### src/rtl/input_buffer.sv
// Router input buffer: a circular FIFO of flits with occupancy status, a registered
// credit-return pulse per popped flit and a sticky overflow flag for dropped writes.
// The head entry feeds both the crossbar and the arbiter address input.
module input_buffer #(
   parameter int unsigned FLIT_W = 16,
   parameter int unsigned DEPTH  = 4,
   localparam int unsigned CNT_W = $clog2(DEPTH) + 1
) (
   input  logic              clk,
   input  logic              reset,
   input  logic [FLIT_W-1:0] ib_data_i,
   input  logic              ib_write_i,
   input  logic              ib_read_i,
   output logic [FLIT_W-1:0] ib_data_o,
   output logic [FLIT_W-1:0] ib_addr_header_o,
   output logic              ib_empty_o,
   output logic              ib_full_o,
   output logic [CNT_W-1:0]  ib_count_o,
   output logic              ib_credit_o,
   output logic              ib_overflow_o
);

   localparam int unsigned PTR_W = $clog2(DEPTH);
   localparam logic [CNT_W-1:0] FULL_CNT = CNT_W'(DEPTH);

   logic [FLIT_W-1:0] mem [DEPTH];
   logic [PTR_W-1:0]  wr_ptr_q, rd_ptr_q;
   logic [CNT_W-1:0]  count_q;
   logic              credit_q;
   logic              overflow_q;

   logic is_empty, is_full;
   logic rd_accept, wr_accept, wr_drop;

   // Accept decisions; a read on an empty buffer never lets a same-cycle write fall through.
   always_comb begin
      is_empty  = (count_q == '0);
      is_full   = (count_q == FULL_CNT);
      rd_accept = ib_read_i && !is_empty;
      wr_accept = ib_write_i && (!is_full || rd_accept);
      wr_drop   = ib_write_i && !wr_accept;
   end

   // Flit storage, deliberately without reset.
   always_ff @(posedge clk) begin
      if (wr_accept) begin
         mem[wr_ptr_q] <= ib_data_i;
      end
   end

   // Pointers, occupancy, credit pulse and sticky overflow.
   always_ff @(posedge clk or negedge reset) begin
      if (!reset) begin
         wr_ptr_q   <= '0;
         rd_ptr_q   <= '0;
         count_q    <= '0;
         credit_q   <= 1'b0;
         overflow_q <= 1'b0;
      end else begin
         if (wr_accept) begin
            wr_ptr_q <= wr_ptr_q + PTR_W'(1);
         end
         if (rd_accept) begin
            rd_ptr_q <= rd_ptr_q + PTR_W'(1);
         end
         unique case ({wr_accept, rd_accept})
            2'b10:   count_q <= count_q + CNT_W'(1);
            2'b01:   count_q <= count_q - CNT_W'(1);
            default: count_q <= count_q;
         endcase
         credit_q <= rd_accept;
         if (wr_drop) begin
            overflow_q <= 1'b1;
         end
      end
   end

   assign ib_data_o        = mem[rd_ptr_q];
   assign ib_addr_header_o = mem[rd_ptr_q];
   assign ib_empty_o       = is_empty;
   assign ib_full_o        = is_full;
   assign ib_count_o       = count_q;
   assign ib_credit_o      = credit_q;
   assign ib_overflow_o    = overflow_q;

endmodule

### config.mk
export PLATFORM = sky130hd
export DESIGN_NAME = input_buffer
export DESIGN_NICKNAME = d
export VERILOG_FILES = /design/src/rtl/input_buffer.sv
export SDC_FILE = /design/constraint.sdc
export NUM_CORES = 1
export LEC_CHECK = 0
export BUFFER_PORTS_ARGS = -buffer_cell sky130_fd_sc_hd__buf_2
export CAP_MARGIN = 20
export CORE_MARGIN = 2
export CORE_UTILIZATION = 49
export DETAILED_ROUTE_END_ITERATION = 8
export PLACE_DENSITY = 0.82
export SLEW_MARGIN = 10
export SYNTH_ARGS = -nofsm -noshare
export SYNTH_HDL_FRONTEND = slang
export SYNTH_SLANG_ARGS = --single-unit
### constraint.sdc
create_clock -name clk -period 1.9 [get_ports clk]
set_clock_uncertainty 0.15 [all_clocks]
set_input_delay 0.095 -clock clk [delete_from_list [all_inputs] [get_ports clk]]
set_output_delay 0.095 -clock clk [all_outputs]
set_load 0.03 [all_outputs]
### Word-level counts from Yosys, hierarchy flattened

Memory sizes are Yosys's and may differ from the RTL's.
Cells that the tools add are included.

| word-level totals | value |
|---|---|
| flip-flop bits (word level) | 9 |
| RAM bits | 64 |
| input port bits | 20 |
| output and inout port bits | 39 |
| word-level logic and storage cells | 25 |
| memories kept | 1 |

| operators by class | value |
|---|---|
| add/subtract/negate cells | 4 |
| equality and inequality tests | 3 |
| multiplexer cells | 3 |
| reduce and logical (&&, ||, !) cells | 9 |

Memory list:

| memory | words | width | rd ports | clocked after Yosys merged registers in | write ports | line | text |
|---|---|---|---|---|---|---|---|
| mem | 4 | 16 | 1 | 0 | 1 | 26 | `logic [FLIT_W-1:0] mem [DEPTH];` |

Operators by type and width:

| operator | count |
|---|---|
| 3-bit one-hot mux with 2 select lines | 1 |
| 2-bit by 1-bit adder with 2-bit output (second input constant) | 2 |
| 3-bit by 1-bit adder with 3-bit output (second input constant) | 1 |
| 3-bit equality test (second input constant) | 1 |
| 1-bit logical AND | 3 |
| 1-bit zero test | 3 |
| 3-bit zero test | 1 |
| 3-bit by 1-bit subtractor with 3-bit output (second input constant) | 1 |
| 2-bit by 1-bit equality test with 1-bit output (second input constant) | 1 |
| 2-bit equality test (second input constant) | 1 |
| 1-bit two-way mux | 2 |
| 2-bit nonzero test | 1 |
| 1-bit logical OR | 1 |

### Depth between registers and ports, before layout

Gate-level depths: netlist (run 1).

| depth | value |
|---|---|
| depth in word-level cells | 7 |
| depth in mapped cells | 7 |
| mapped depth without buffers | 6 |

### Worst setup path after synthesis (run 1)

No wires, ideal clock.

| timing | value |
|---|---|
| path type | flip-flop to flip-flop |
| from | register count_q[0] (netlist: ib_count_o[0]) |
| to | register count_q[1] (netlist: ib_count_o[1]) |
| setup time | 0.087 ns |
| arrival time | 1.924 ns |
| data required time | 1.663 ns |
| path slack | -0.261 ns |
| cell stages (with the launch flop) | 7 |
| path buffers | 0 |
| period minus slack after synthesis | 2.161 ns |
| path through | dfrtp_1 > o31a_2 > nand2b_1 > fa_1 > o21ba_2 > o211ai_1 > a22oi_1 |

| on the way | value |
|---|---|
| cells in the longest elaborated chain, start to end | 7 |
| elaborated cells on any way between the ends | 13 |
| classes of those cells | add/sub (2); eq/ne (3); mux (1); reduce/logical (7) |

RTL lines:

| element | line | text |
|---|---|---|
| start: declaration | 28 | `logic [CNT_W-1:0] count_q;` |
| start signal: assignment | 67 | `2'b10: count_q <= count_q + CNT_W'(1);` |
| start signal: assignment | 68 | `2'b01: count_q <= count_q - CNT_W'(1);` |
| start signal: assignment | 69 | `default: count_q <= count_q;` |
| 3-bit zero test (*) | 37 | `is_empty = (count_q == '0);` |
| 1-bit zero test (*) | 39 | `rd_accept = ib_read_i && !is_empty;` |
| 1-bit logical AND (*) | 39 |  |
| net rd_accept | 33 | `logic rd_accept, wr_accept, wr_drop;` |
| 1-bit logical OR | 40 | `wr_accept = ib_write_i && (!is_full \|\| rd_accept);` |
| 1-bit logical AND | 40 |  |
| 2-bit by 1-bit equality test with 1-bit output or 2-bit equality test (tied branches) | 66 | `unique case ({wr_accept, rd_accept})` |
| 3-bit one-hot mux with 2 select lines or 2-bit nonzero test (tied branches) | n/a |  |

The timed path passes the listed nets; every way through them passes the cells marked *.
A chain may end at the register's enable or synchronous reset.

### Worst setup path after layout (run 1)

| timing | value |
|---|---|
| from | register count_q[1] (netlist: ib_count_o[1]) |
| to | register wr_ptr_q[1] |

| on the way | value |
|---|---|
| cells in the longest elaborated chain, start to end | 5 |
| elaborated cells on any way between the ends | 7 |
| classes of those cells | eq/ne (1); reduce/logical (6) |

RTL lines:

| element | line | text |
|---|---|---|
| 3-bit zero test | 37 |  |
| 1-bit zero test | 39 |  |
| 1-bit logical AND | 39 |  |
| 1-bit logical OR (*) | 40 |  |
| 1-bit logical AND (*) | 40 |  |
| end signal: assignment | 61 | `wr_ptr_q <= wr_ptr_q + PTR_W'(1);` |
| end: declaration | 27 | `logic [PTR_W-1:0] wr_ptr_q, rd_ptr_q;` |

Mark *: on every way between the ends. The rest lies on a longest branch, timed or not.

==> summary.md, run 1 <==
| Metric | Value |
|---|---|
| Fmax achieved | 497 MHz |
| Vias in the first global route | 1,694 |
| Die X | 82.3 um |
| Root buf cell | clkbuf_8 |
| Total power | 7300 uW |
| Post-synth EDFFs | 64 |
| Fin util | 66.8% |
| Crit path DAT | 2070 ps |
| CTS tree | built |
| Number of distinct library cells after synthesis | 31 |
| Clock-pin slew on the worst setup and hold paths | 70 ps |
| Routability Congestion | 0.795 |
| Setup WS post-layout | -114 ps |
| Residual DRC count | 0 |
| Power per cell area | 1850 nW/um^2 |
| Leakage | 0.00150 uW |
| Non-filler instance count after layout | 311 |
| Die height | 82.3 um |
| Placed cells | 273 |
| Worst-margin pin slew | 444 ps |
| Final TNS setup | -5140 ps |
| Post-synthesis async set-or-reset flop share | 12.3% |
| Vias | 1,623 |
| Avg WL per Cell | 17.1 um |
| Share of layout cells above drive strength 1 | 48.7% |
| Final net count | 258 |
| Via density per instance | 5.22 |
| Post-synthesis cell count | 153 |
| MaxCap Viol Count | 0 |
| Ys flop type | edfxtp_1 |
| Failing checks | negative setup slack |
| All-layer global routing usage | 17.2% |
| Final Hold Viols | 0 |
| Syn Area/Cell | 19.6 um^2 |
| Total die area | 6770 um^2 |
| Initial core utilization | 50.7% |
| Yosys Warn Count | 0 |
| Global route total overflow | 0 |
| Post-Syn Area | 3000 um^2 |
| Antenna viol nets, final | 0 |
| I/O pin count | 59 |
| CP Max Fanout | 7 |
| Initial DRC count | 53 |
| Final std cell area, no fill | 3960 um^2 |
| Largest net degree at the start of global routing | 17 |
| Clk Latency, worst-skew pair | 330 ps |
| Commonest cells after routing, fill and taps aside | edfxtp_1 (64), buf_6 (29), buf_2 (25), dlygate4sd3_1 (19), buf_4 (17) |
| Peak VDD IR | 0.00140 V |
| Final Critical Period | 2010 ps |
| WS Path Type | flip-flop to flip-flop |
| H-tree levels | 3 |
| Initial antenna violation count | 0 |
| Critical Path RT | 1960 ps |
| Startpoint Class | flip-flop |
| Final worst path period share | 106% |
| Min-delay worst type | input port to flip-flop |
| Total CTS buffers | 9 |
| Drt total wl | 5330 um |
| 1st-pass router iterations | 4 |
| Port Buf Inserts | 58 |
| Final setup viols | 83 |
| Rel. slew slack | 70.3% |
| Area after DPL | 3340 um^2 |
| DP HPWL | 3250 um |
| Syn_nets | 178 |
| Unrepaired setup endpoints after global routing | yes |
| Slew Limit Fails | 0 |
| #FFs+latches synth | 73 |
| Critical path capture point type | flip-flop |
| Most common cell after layout, fill and taps aside | edfxtp_1 |
| Core area | 5920 um^2 |
| Run status | complete, but fails checks |
| Std-Cell Rows | 28 |
| Max clock buf depth | 2 |
| Layout area overhead | 31.7% |
| Post-synthesis sequential area ratio | 71.5% |
| First-pass GRT wire length | 8070 um |
| Ant. Diodes | 0 |
| Clk sinks | 73 |
## synthesized netlist by cell type (2+ instances only)
cell type / instances / share of area [%]
nand3b_1: 2 / 0.50
o211ai_1: 3 / 0.75
and2_2: 4 / 1.0
xnor2_1: 2 / 0.58
buf_4: 17 / 4.2
nand2b_1: 2 / 0.42
dfrtp_1: 9 / 7.5
buf_2: 3 / 0.50
edfxtp_1: 64 / 64
inv_1: 5 / 0.62
nor2_1: 2 / 0.25
mux4_2: 16 / 12
xor2_1: 3 / 0.87
ha_1: 4 / 1.7
## layout make-up
| type | count | area [um^2] |
|---|---|---|
| Timing Repair Buffer | 91 | 790 |
| Clock inverter | 4 | 70.1 |
| Clock buffer | 10 | 128 |
| Sequential cell | 73 | 2150 |
| Tap cell | 75 | 93.8 |
| Fill cell | 370 | 1960 |
| Multi-Input combinational cell | 53 | 707 |
| Inverter | 5 | 18.8 |
## metal layers
layer | vias to the layer above | track usage (%) | share of wire, % | wire (um)
met5 | - | 0 | 0 | 0
met4 | 0 | 6.33 | 0.43 | 23
met2 | 60 | 29.7 | 55 | 2940
li1 | 741 | - | - | -
met3 | 2 | 5.98 | 5.6 | 298
met1 | 820 | 19.7 | 39 | 2070
## metrics by stage
stage	hold WS [ps]	setup WS, ps
after detailed placement	-185	-75.4
after CTS	2.10	-93.9
after global routing	9.26	-180
after global placement	-191	-33.1
final	23.2	-114
after floorplan	-351	-163
## power by group
group / total, uW / internal [uW] / leakage, uW / switching, uW
registers: 2270 / 2140 / 0.000688 / 127
logic: 3820 / 1700 / 0.000714 / 2110
clock network: 1210 / 721 / 0.000102 / 494
## worst max-delay path, cell delays in order (launching register included)
cell and delay [ps]:
dfrtp_2 420, buf_4 140, buf_6 120, or3b_4 420
o21a_4 250, buf_6 120, mux2_4 280
## path summary, 6_finish.rpt
check | from | endpoint | slack (ps) | cells past startpoint
setup / recovery | ib_count_o[1] | wr_ptr_q[1] | -110 | 6
hold / removal | ib_read_i | ib_credit_o | 20 | 3
setup reg to reg | ib_count_o[1] | wr_ptr_q[1] | -110 | 6
hold reg to reg | ib_overflow_o | ib_overflow_o | 330 | 1
max in group asynchronous | reset | ib_count_o[2] | 640 | 3
min in group asynchronous | reset | ib_credit_o | 630 | 3
## flip-flops by register name, summed over array words and instances (netlist names)
register / flops
ib_count_o: 3
rd_ptr_q: 2
ib_credit_o: 1
ib_overflow_o: 1
mem: 64
wr_ptr_q: 2
## repair_timing
action,in CTS,in global routing
pin swaps,3,9
hold endpoints to repair,73,1
setup buffers,2,3
hold buffers,18,1
endpoints found under the setup margin,98,36
cloned,0,0
gates resized for setup,44,23
## logic make-up after synthesis
logic type / count (synthesis) / share of synthesized area (%)
xor+xnor: 5 / 1.46
simple gates: 15 / 3.21
flops: 73 / 71.5
fa+ha+maj: 5 / 2.33
buf+inv: 27 / 5.87
mux: 17 / 12.5
compound gates: 11 / 3.17
Power figures use the tool's default switching activity.
==> run 2, diff against run 1 <==
GPL_TIMING_DRIVEN = 0   (was unset)
==> summary.md, run 2 (synthesized netlist as in run 1, its figures left out) <==
| Metric | Value |
|---|---|
| Run status | complete, but fails checks |
| Failing checks | negative setup slack |
| Vias in the first global route | 1,756 |
| MaxCap Viol Count | 0 |
| Leakage | 0.00161 uW |
| Crit path DAT | 1800 ps |
| Hold Startpoint | ib_write_i |
| WS Path Type | flip-flop to primary output |
| Final Hold Viols | 0 |
| Final worst path period share | 108% |
| Root buf cell | clkbuf_8 |
| Final std cell area, no fill | 4200 um^2 |
| Clk Latency, worst-skew pair | 340 ps |
| Final Critical Period | 2050 ps |
| Critical path capture point type | primary output |
| Most common cell after layout, fill and taps aside | edfxtp_1 |
| GRT met3 Usage | 4.67% |
| Worst-margin pin slew | 457 ps |
| Fillers | 336 |
| Drt total wl | 5850 um |
| Avg WL per Cell | 17.6 um |
| Clk sinks | 73 |
| Rel. slew slack | 69.4% |
| Initial antenna violation count | 0 |
| Die height | 82.3 um |
| Core area | 5920 um^2 |
| CP Max Fanout | 9 |
| Port Buf Inserts | 57 |
| Fmax achieved | 489 MHz |
| Unrepaired setup endpoints after global routing | yes |
| Residual DRC count | 0 |
| Top Usage Layer GRT | met2 |
| Share of layout cells above drive strength 1 | 52.1% |
| Post-place setup slack | -209 ps |
| Total power | 7910 uW |
| Most flop-heavy register | mem |
| Initial core utilization | 50.7% |
| Peak VDD IR | 0.00136 V |
| Clock-pin slew on the worst setup and hold paths | 70 ps |
| Max FFs per register | 64 |
| Vias | 1,753 |
| CTS tree | built |
| GR Util met1 | 20.6% |
| Total die area | 6770 um^2 |
| Layout area overhead | 39.7% |
| Final net count | 277 |
| H-tree levels | 3 |
| Startpoint Class | flip-flop |
| Max clock buf depth | 2 |
| Total CTS buffers | 9 |
| Antenna viol nets, final | 0 |
| Die X | 82.3 um |
| Std-Cell Rows | 28 |
| Setup WS post-layout | -147 ps |
| All-layer global routing usage | 18.1% |
| Critical Path Source | rd_ptr_q[0] |
| Largest net degree at the start of global routing | 17 |
| Final setup viols | 33 |
| Initial DRC count | 110 |
| First-pass GRT wire length | 8560 um |
| Critical Path RT | 1650 ps |
| Slew Limit Fails | 0 |
| Launch point of the worst reg-to-reg path | ib_count_o[1] |
| Met2 usage | 32.2% |
| DP HPWL | 3330 um |
| Commonest cells after routing, fill and taps aside | edfxtp_1 (64), buf_6 (47), buf_2 (25), dlygate4sd3_1 (21), mux4_2 (16) |
| I/O pin count | 59 |
| Area after DPL | 3410 um^2 |
| Global route total overflow | 0 |
| 1st-pass router iterations | 4 |
| Final hold slack | 116 ps |
| Ant. Diodes | 0 |
| Via density per instance | 5.28 |
| Min-delay worst type | input port to flip-flop |
| Power per cell area | 1880 nW/um^2 |
| Routability Congestion | 0.698 |
## run 2: where the power goes
part / internal, uW / total [uW] / switching [uW] / leakage, uW
Sequential: 2140 / 2320 / 174 / 0.000687
Combinational: 2190 / 4430 / 2240 / 0.000833
Clock: 603 / 1160 / 559 / 0.0000893
Total: 4940 / 7910 / 2970 / 0.00161
## run 2: cell type report
cell class / instances / area, um^2 / area share, %
tap: 75 / 93.8 / 2.24
buffer: 21 / 231 / 5.52
multi-input combinational: 57 / 742 / 17.7
sequential: 73 / 2150 / 51.3
clock buffer: 9 / 124 / 2.95
inverter: 5 / 18.8 / 0.447
clock inverter: 7 / 70.1 / 1.67
timing repair buffer: 85 / 763 / 18.2
## run 2: per-layer routing
metal	wire, um	vias up
met1	2380	896
met4	92	0
met2	3120	60
met5	0	-
li1	-	784
met3	245	13
## run 2: worst paths after layout
| check | cells after the start | endpoint | slack (ps) |
|---|---|---|---|
| max in group asynchronous | 3 | rd_ptr_q[1] | 650 |
| setup / recovery | 5 | ib_data_o[7] | -150 |
| setup reg to reg | 6 | ib_count_o[1] | -130 |
| hold / removal | 4 | ib_count_o[2] | 120 |
| hold reg to reg | 1 | ib_overflow_o | 330 |
| min in group asynchronous | 3 | ib_overflow_o | 620 |
## run 2: what timing repair did
item,in CTS,in global routing
gates cloned,0,4
resized for setup,86,9
pin swaps,3,9
hold buffers,21,0
buffers inserted,5,3
setup endpoints to repair,97,97
hold endpoints to repair,75,0
## run 2: critical path, stage by stage (launching register included)
cell and delay, ps:
dfrtp_1 380, buf_8 120, buf_12 140, mux4_2 530
buf_4 160, buf_6 130
## run 2: metrics by stage
stage / instances / util [%] / setup TNS [ps]
final: 332 / 70.9 / -2570
after global routing: 332 / 70.9 / -5720
after CTS: 326 / 69.7 / -2070
after detailed placement: 285 / 57.6 / -2870
after global placement: 285 / 57.6 / -1590
after floorplan: 153 / - / -163
==> run 3, diff against run 2 <==
CORE_MARGIN = unset   (was 2)
CORE_UTILIZATION = 58   (was 49)
PLACE_DENSITY = 0.9   (was 0.82)
clock period = 2.6 ns   (was 1.9 ns; I/O delays follow)
==> summary.md, run 3 (synthesized netlist as in run 1, its figures left out) <==
| Metric | Value |
|---|---|
| Final net count | 265 |
| Vias | 1,645 |
| Total CTS buffers | 9 |
| Unrepaired setup endpoints after global routing | no |
| First-pass GRT wire length | 7860 um |
| I/O pin count | 59 |
| Initial antenna violation count | 0 |
| Min-delay worst type | input port to asynchronous set/reset pin |
| Die height | 74.0 um |
| Max clock buf depth | 2 |
| Share of layout cells above drive strength 1 | 46.5% |
| Launch point of the worst reg-to-reg path | ib_count_o[0] |
| Avg WL per Cell | 16.8 um |
| Vias in the first global route | 1,666 |
| Max FFs per register | 64 |
| R2r setup slk | 420 ps |
| Core area | 4850 um^2 |
| Via density per instance | 5.27 |
| Fillers | 260 |
| Most common cell after layout, fill and taps aside | edfxtp_1 |
| Most flop-heavy register | mem |
| Fmax achieved | 418 MHz |
| Clk sinks | 73 |
| Final Critical Period | 2390 ps |
| Critical path capture point type | primary output |
| Initial DRC count | 97 |
| Run status | finished, final reports clean |
| Reg2reg path depth | 6 |
| Antenna viol nets, final | 0 |
| Power per cell area | 1290 nW/um^2 |
| Final TNS setup | 0 ps |
| Slew Limit Fails | 0 |
| Crit path DAT | 2110 ps |
| 1st-pass router iterations | 4 |
| Initial core utilization | 62.0% |
| Drt total wl | 5230 um |
| Port Buf Inserts | 57 |
| Total power | 4830 uW |
| Rel. slew slack | 67.4% |
| Post-place setup slack | 435 ps |
| Std-Cell Rows | 25 |
| Worst-margin pin slew | 489 ps |
| Largest net degree at the start of global routing | 17 |
| MaxCap Viol Count | 0 |
| Residual DRC count | 0 |
| CP Max Fanout | 10 |
| Root buf cell | clkbuf_8 |
| Critical Path Sink | ib_data_o[9] |
| PostCTS Resize Cnt | 0 |
| H-tree levels | 3 |
| Commonest cells after routing, fill and taps aside | edfxtp_1 (64), buf_2 (60), dlygate4sd3_1 (19), buf_4 (17), mux4_2 (16) |
| Worst reg2reg endpoint | ib_count_o[1] |
| Clk Latency, worst-skew pair | 330 ps |
| DP HPWL | 3130 um |
| Startpoint Class | flip-flop |
| Ant. Diodes | 0 |
| Area after DPL | 3370 um^2 |
| Leakage | 0.00144 uW |
| CTS tree | built |
| Total die area | 5470 um^2 |
| Setup WS post-layout | 210 ps |
| Critical Path Source | rd_ptr_q[0] |
| WS Path Type | flip-flop to primary output |
| Final hold slack | 42.8 ps |
| Final std cell area, no fill | 3740 um^2 |
| Critical Path RT | 2320 ps |
| Peak VDD IR | 0.000785 V |
| Final worst path period share | 91.9% |
| Final setup viols | 0 |
| Die X | 74.0 um |
| Final Hold Viols | 0 |
| Routability Congestion | 0.688 |
| Layout area overhead | 24.5% |
| Global route total overflow | 0 |
| All-layer global routing usage | 21.0% |
| Clock-pin slew on the worst setup and hold paths | 70 ps |
## run 3: final cells by class
class | count | area, um^2 | area share, %
buffer | 22 | 158 | 4.21
timing repair buffer | 76 | 475 | 12.7
inverter | 5 | 18.8 | 0.502
sequential | 73 | 2150 | 57.4
clock buffer | 11 | 131 | 3.51
multi-input combinational | 53 | 681 | 18.2
tap | 67 | 83.8 | 2.24
clock inverter | 5 | 46.3 | 1.24
## run 3: how the worst min path moves through the flow
stage | end | slack (ps) | depth (start not counted)
floorplan | ib_count_o[0] | -320 | 0
global placement | ib_count_o[0] | -150 | 1
detailed placement | ib_count_o[0] | -150 | 1
CTS | ib_count_o[0] | 30 | 2
global route | ib_count_o[0] | 50 | 2
finish | ib_count_o[0] | 40 | 2
## run 3: power breakdown
group / internal (uW) / leakage (uW) / switching [uW]
combinational: 917 / 0.000660 / 1450
clock: 433 / 0.0000898 / 360
sequential: 1560 / 0.000692 / 113
## run 3: worst max-delay path, stage by stage (launching register included)
cell and delay, ps:
dfrtp_1 330, buf_4 210, buf_2 350, mux4_2 580
buf_4 150, buf_2 160
## run 3: stage by stage
stage | utilization, % | std cells
after floorplan | - | 153
after global placement | 69.6 | 277
after detailed placement | 69.6 | 277
after CTS | 77.2 | 312
after global routing | 77.2 | 312
final | 77.2 | 312
## run 3: layer usage
| layer | global-route usage, % | vias to the layer above | routed length (um) | part of all wire, % |
|---|---|---|---|---|
| li1 | - | 755 | - | - |
| met1 | 23.4 | 812 | 2020 | 39 |
| met2 | 36.9 | 72 | 2870 | 55 |
| met3 | 5.56 | 6 | 283 | 5.4 |
| met4 | 11.8 | 0 | 65 | 1.2 |
| met5 | 0 | - | 0 | 0 |
## run 3: timing repair
| item | CTS | global route |
|---|---|---|
| hold buffers | 19 | 0 |
| buffers inserted | 0 | 0 |
| hold endpoints to repair | 76 | 0 |
